===== config.mk =====
export PLATFORM = sky130hd
export DESIGN_NAME = regfile_dump
export DESIGN_NICKNAME = d
export VERILOG_FILES = /design/src/rtl/slc3_pkg.sv /design/src/rtl/reg_16.sv /design/src/rtl/regfile_dump.sv
export SDC_FILE = /design/constraint.sdc
export NUM_CORES = 1
export LEC_CHECK = 0
export ABC_CLOCK_PERIOD_IN_PS = 3500
export BUFFER_PORTS_ARGS = -buffer_cell sky130_fd_sc_hd__buf_2
export CORE_UTILIZATION = 31
export CTS_CLUSTER_DIAMETER = 60
export DETAILED_ROUTE_END_ITERATION = 12
export PLACE_DENSITY = 0.6
export SLEW_MARGIN = 0
export SYNTH_ARGS = -nofsm -noshare
export SYNTH_HDL_FRONTEND = slang
export SYNTH_SLANG_ARGS = --single-unit
export TNS_END_PERCENT = 10

===== constraint.sdc =====
create_clock -name Clk -period 3.5 [get_ports Clk]
set_input_delay 0.7 -clock Clk [delete_from_list [all_inputs] [get_ports Clk]]
set_output_delay 0.7 -clock Clk [all_outputs]
set_load 0.05 [all_outputs]

===== src/rtl/slc3_pkg.sv =====
// Shared SLC3 datapath types and sizes used by the register-file debug dump.
package slc3_pkg;

  localparam int unsigned SLC3_WORD_W      = 16;
  localparam int unsigned REGFILE_NUM_REGS = 8;

  typedef enum logic [2:0] {
    IDLE,
    READ,
    SEND,
    CKSUM,
    DONE
  } dump_state_t;

endpackage


===== src/rtl/reg_16.sv =====
// Existing SLC3 16-bit load-enabled register with synchronous reset.
module reg_16
  import slc3_pkg::*;
(
  input  logic                   Clk,
  input  logic                   Reset,
  input  logic                   Load,
  input  logic [SLC3_WORD_W-1:0] D,
  output logic [SLC3_WORD_W-1:0] Data_Out
);

  always_ff @(posedge Clk) begin
    if (Reset) begin
      Data_Out <= '0;
    end else if (Load) begin
      Data_Out <= D;
    end
  end

endmodule


===== src/rtl/regfile_dump.sv =====
// Walks the register file read port over R0..R(NUM_REGS-1) and streams tagged beats.
// Optional trailing checksum beat when REGFILE_DUMP_CHECKSUM_EN is defined.
module regfile_dump
  import slc3_pkg::*;
#(
  parameter int unsigned NUM_REGS = REGFILE_NUM_REGS,
  parameter int unsigned IDX_W    = $clog2(NUM_REGS)
) (
  input  logic                   Clk,
  input  logic                   Reset,
  input  logic                   Start,
  output logic                   Busy,
  output logic                   Done,
  output logic [IDX_W-1:0]       RF_SR,
  input  logic [SLC3_WORD_W-1:0] RF_DATA,
  output logic                   Out_Valid,
  input  logic                   Out_Ready,
  output logic [IDX_W-1:0]       Out_Idx,
  output logic [SLC3_WORD_W-1:0] Out_Data,
  output logic                   Out_Last
);

  localparam logic [IDX_W-1:0] LAST_IDX = IDX_W'(NUM_REGS - 1);

  dump_state_t            state;
  logic [IDX_W-1:0]       idx;
  logic [SLC3_WORD_W-1:0] held;
  logic                   data_blank;
  logic                   accept;

  assign accept = Out_Valid && Out_Ready;
  assign RF_SR  = idx;

  // Capture register has no reset of its own; blanking covers the post-reset window.
  reg_16 u_data_reg (
    .Clk      (Clk),
    .Reset    (1'b0),
    .Load     (state == READ),
    .D        (RF_DATA),
    .Data_Out (held)
  );

`ifdef REGFILE_DUMP_CHECKSUM_EN
  logic [SLC3_WORD_W-1:0] acc;

  always_ff @(posedge Clk or posedge Reset) begin
    if (Reset) begin
      acc <= '0;
    end else if (state == IDLE && Start) begin
      acc <= '0;
    end else if (state == READ) begin
      acc <= acc + RF_DATA;
    end
  end

  assign Out_Data = (state == CKSUM) ? acc : (data_blank ? '0 : held);
`else
  assign Out_Data = data_blank ? '0 : held;
`endif

  always_ff @(posedge Clk or posedge Reset) begin
    if (Reset) begin
      state      <= IDLE;
      idx        <= '0;
      Busy       <= 1'b0;
      Done       <= 1'b0;
      Out_Valid  <= 1'b0;
      Out_Idx    <= '0;
      Out_Last   <= 1'b0;
      data_blank <= 1'b1;
    end else begin
      Done <= 1'b0;
      case (state)
        IDLE: begin
          if (Start) begin
            state <= READ;
            idx   <= '0;
            Busy  <= 1'b1;
          end
        end
        READ: begin
          state      <= SEND;
          Out_Valid  <= 1'b1;
          Out_Idx    <= idx;
          data_blank <= 1'b0;
`ifdef REGFILE_DUMP_CHECKSUM_EN
          Out_Last   <= 1'b0;
`else
          Out_Last   <= (idx == LAST_IDX);
`endif
        end
        SEND: begin
          if (accept) begin
            Out_Valid <= 1'b0;
            Out_Last  <= 1'b0;
            if (idx != LAST_IDX) begin
              idx   <= idx + IDX_W'(1);
              state <= READ;
            end else begin
`ifdef REGFILE_DUMP_CHECKSUM_EN
              state     <= CKSUM;
              Out_Valid <= 1'b1;
              Out_Idx   <= '0;
              Out_Last  <= 1'b1;
`else
              state <= DONE;
              Done  <= 1'b1;
`endif
            end
          end
        end
`ifdef REGFILE_DUMP_CHECKSUM_EN
        CKSUM: begin
          if (accept) begin
            Out_Valid <= 1'b0;
            Out_Last  <= 1'b0;
            state     <= DONE;
            Done      <= 1'b1;
          end
        end
`endif
        DONE: begin
          state <= IDLE;
          Busy  <= 1'b0;
          idx   <= '0;
        end
        default: begin
          state <= IDLE;
          Busy  <= 1'b0;
          idx   <= '0;
        end
      endcase
    end
  end

endmodule


==> results.md <==
- I/O pin total: 46
- Final #Nets: 164
- R2R Setup Slk: 1.61 ns
- Area share of fa/ha/maj cells after synthesis: 2.00%
- Top-area cell type share of the netlist area: 38.3%
- Worst slew pin tran: 0.976 ns
- Worst Skew: 0.00496 ns
- Max-Cap Viols: 0
- Root Driver: clkbuf_8
- Total Neg Setup Slack: 0 ns
- EDFF count, synth: 16
- Yosys warnings: 0
- Post-DP HPWL: 1620 µm
- Syn nets: 115
- Critical-path maximum fanout: 17
- Core Region: 0.00377 mm²
- # DRC: 0
- Num Clock Sinks: 30
- Largest net degree at the start of global routing: 22
- WL per Instance: 11.7 µm
- Post-Synth Simple-Gate Area: 22.0%
- Filler-free cell count of the finished design: 191
- Main combinational cell family by area after synthesis: simple AND/OR/NAND/NOR gates
- Critical Path Start Type: register
- H-tree depth: 2
- GRT Util Overall: 11.6%
- Complex-gate fraction of the synthesized area: 3.09%
- Final setup fails: 0
- Worst-Skew Late Latency: 0.28 ns
- Period utilization: 56.9%
- # rows: 22
- Fillers: 358
- Hold Buf Count CTS: 0
- Vias in the first global route: 796
- Max Clock Freq: 502 MHz
- Post-CTS setup repair buffer count: 0
- CP required: 2.80 ns
- Final wirelength: 2240 µm
- TritonCTS buffer count: 5
- DR iter-0 viols: 9
- Leading post-synthesis cells by cell area: edfxtp_1 38%, dfrtp_1 26%, nor2b_1 9.5%, mux2_2 2.7%, mux2i_1 2.4%
- HP Class: input pin to async pin
- Via/cell ratio: 4.41
- TritonCTS clock tree: yes
- Vias: 843
- CTS max path bufs: 2
- Initial antenna violation count: 0
- Power Density: 901 mW/mm²
- Dominant cell type by area after synthesis: edfxtp_1
- Grt total ovfl: 0
- Synth Area in XOR/XNOR: 0%
- Cells after Synth: 93
- Synth Register Bits: 30
- Final hold violations: 0
- Total Die Area: 0.00430 mm²
- Clk slew on worst S/H paths: 0.06 ns
- Asr flop ratio synth: 46.7%
- Remaining antenna violation count: 0
- Global-route wire length before repair: 3600 µm
- Die width: 65.6 µm
- Drt first pass iters: 4
- Synthesized cell area: 0.00125 mm²
- Leak: 0.742 nW
- Main synth FF type: edfxtp_1
- Sequential share of the synthesized area: 66.4%
- Cells after DPL: 183
- Slew Viols, Final: 0
- GPL Wtd Cong: 0.844
- Post-synthesis mux area share: 5.09%
- Library cells used by synthesis: 26
- Peak VDD IR: 461 µV
- CP Class: register to output pin
- Top cells by count, synth: 19 x nor2b_1, 16 x edfxtp_1, 13 x dfrtp_1, 7 x nor2_1
- Critical Path AT: 1.29 ns
- Most frequent cell after synthesis: nor2b_1
- Count of input and output buffers: 45
- Outcome: finished clean
- Area grow syn2layout: 30.2%
- Critical Path Sink Type: output pin
- Final min period: 1.99 ns
- Layout cells sized above 1: 40.6%
- Mapped Avg Cell Area: 13.5 µm²
- Diode count: 0
- Starting Density: 33.2%
- Chip height: 65.6 µm
- Slew headroom: 34.9%
- Design Power: 1.47 mW
- Cts repair resizes: 0
- RSZ-0062 raised after global routing: false
registers in the layout, indices dropped and copies added, names as in the netlist:
register	cells
data_blank	1
Out_Idx	3
Out_Valid	1
Out_Last	1
state	3
Done	1
RF_SR	3
u_data_reg.Data_Out	16
Busy	1
logic make-up (layout without fill, tap and decap cells):
group                    Yosys count  in the layout
buffers and inverters              4             54
adder cells (fa/ha/maj)            2              2
AO/OA/AOI/OAI                      6              6
flip-flops                        30             30
AND/OR/NAND/NOR                   45             45
multiplexers                       6              6
per-stage QoR:
stage / utilization, % / setup slack (ns) / hold WS [ns] / area (µm²)
finish: 43.3 / 1.51 / 0.455 / 1630
detailed placement: 40.4 / 1.60 / 0.503 / 1520
global placement: 40.4 / 1.63 / 0.501 / 1520
CTS: 43.3 / 1.49 / 0.461 / 1630
global route: 43.3 / 1.42 / 0.504 / 1630
floorplan: - / 1.52 / 0.570 / 1250
cell usage in the layout (no fill, tap or decap), types with 3 or more instances in the layout:
| cell | synthesis | layout |
|---|---|---|
| nand2b_1 | 4 | 4 |
| nor2b_1 | 19 | 19 |
| clkbuf_8 | 0 | 5 |
| edfxtp_1 | 16 | 16 |
| mux2i_1 | 3 | 3 |
| nand2_1 | 3 | 3 |
| buf_2 | 0 | 45 |
| mux2_2 | 3 | 3 |
| nand3b_1 | 4 | 4 |
| dfrtp_1 | 13 | 13 |
| nor2_1 | 7 | 7 |
path summary, 6_finish.rpt:
kind / startpoint / to / cells past startpoint
setup / recovery: data_blank / Out_Data[3] / 2
hold / removal: Reset / state[0] / 2
setup reg to reg: state[2] / Out_Idx[1] / 2
hold reg to reg: Out_Idx[1] / Out_Idx[1] / 1
max in group asynchronous: Reset / data_blank / 2
min in group Clk: Out_Idx[1] / Out_Idx[1] / 1
metal layers:
layer / GRT usage [%] / wire [µm] / part of all wire, % / vias to the layer above
met1: 14.0 / 1020 / 46 / 381
met4: 5.71 / 44 / 2.0 / 0
met2: 17.1 / 972 / 43 / 36
met5: 0 / 0 / 0 / -
li1: - / - / - / 420
met3: 5.38 / 196 / 8.8 / 6
power breakdown:
part / leakage [nW] / total [mW] / internal [mW] / switching (mW)
Sequential: 0.330 / 0.550 / 0.484 / 0.0665
Combinational: 0.354 / 0.583 / 0.163 / 0.420
Clock: 0.0579 / 0.338 / 0.209 / 0.129
worst max-delay path, cell delays in order (launching register included):
cell     delay (ns)
dfstp_2        0.71
nor2b_1        0.08
buf_2          0.22
area by class of cell:
cell class              instances  area (µm²)  area share, %
clock inverters                 3        40.0           2.45
repair buffers                 45         225           13.8
clock buffers                   5        68.8           4.21
flip-flops and latches         30         832           51.0
multi-input cells              59         403           24.7
inverters                       1        3.75          0.230
well taps                      48        60.1           3.68
No activity file was read; power rests on OpenSTA's default activity.
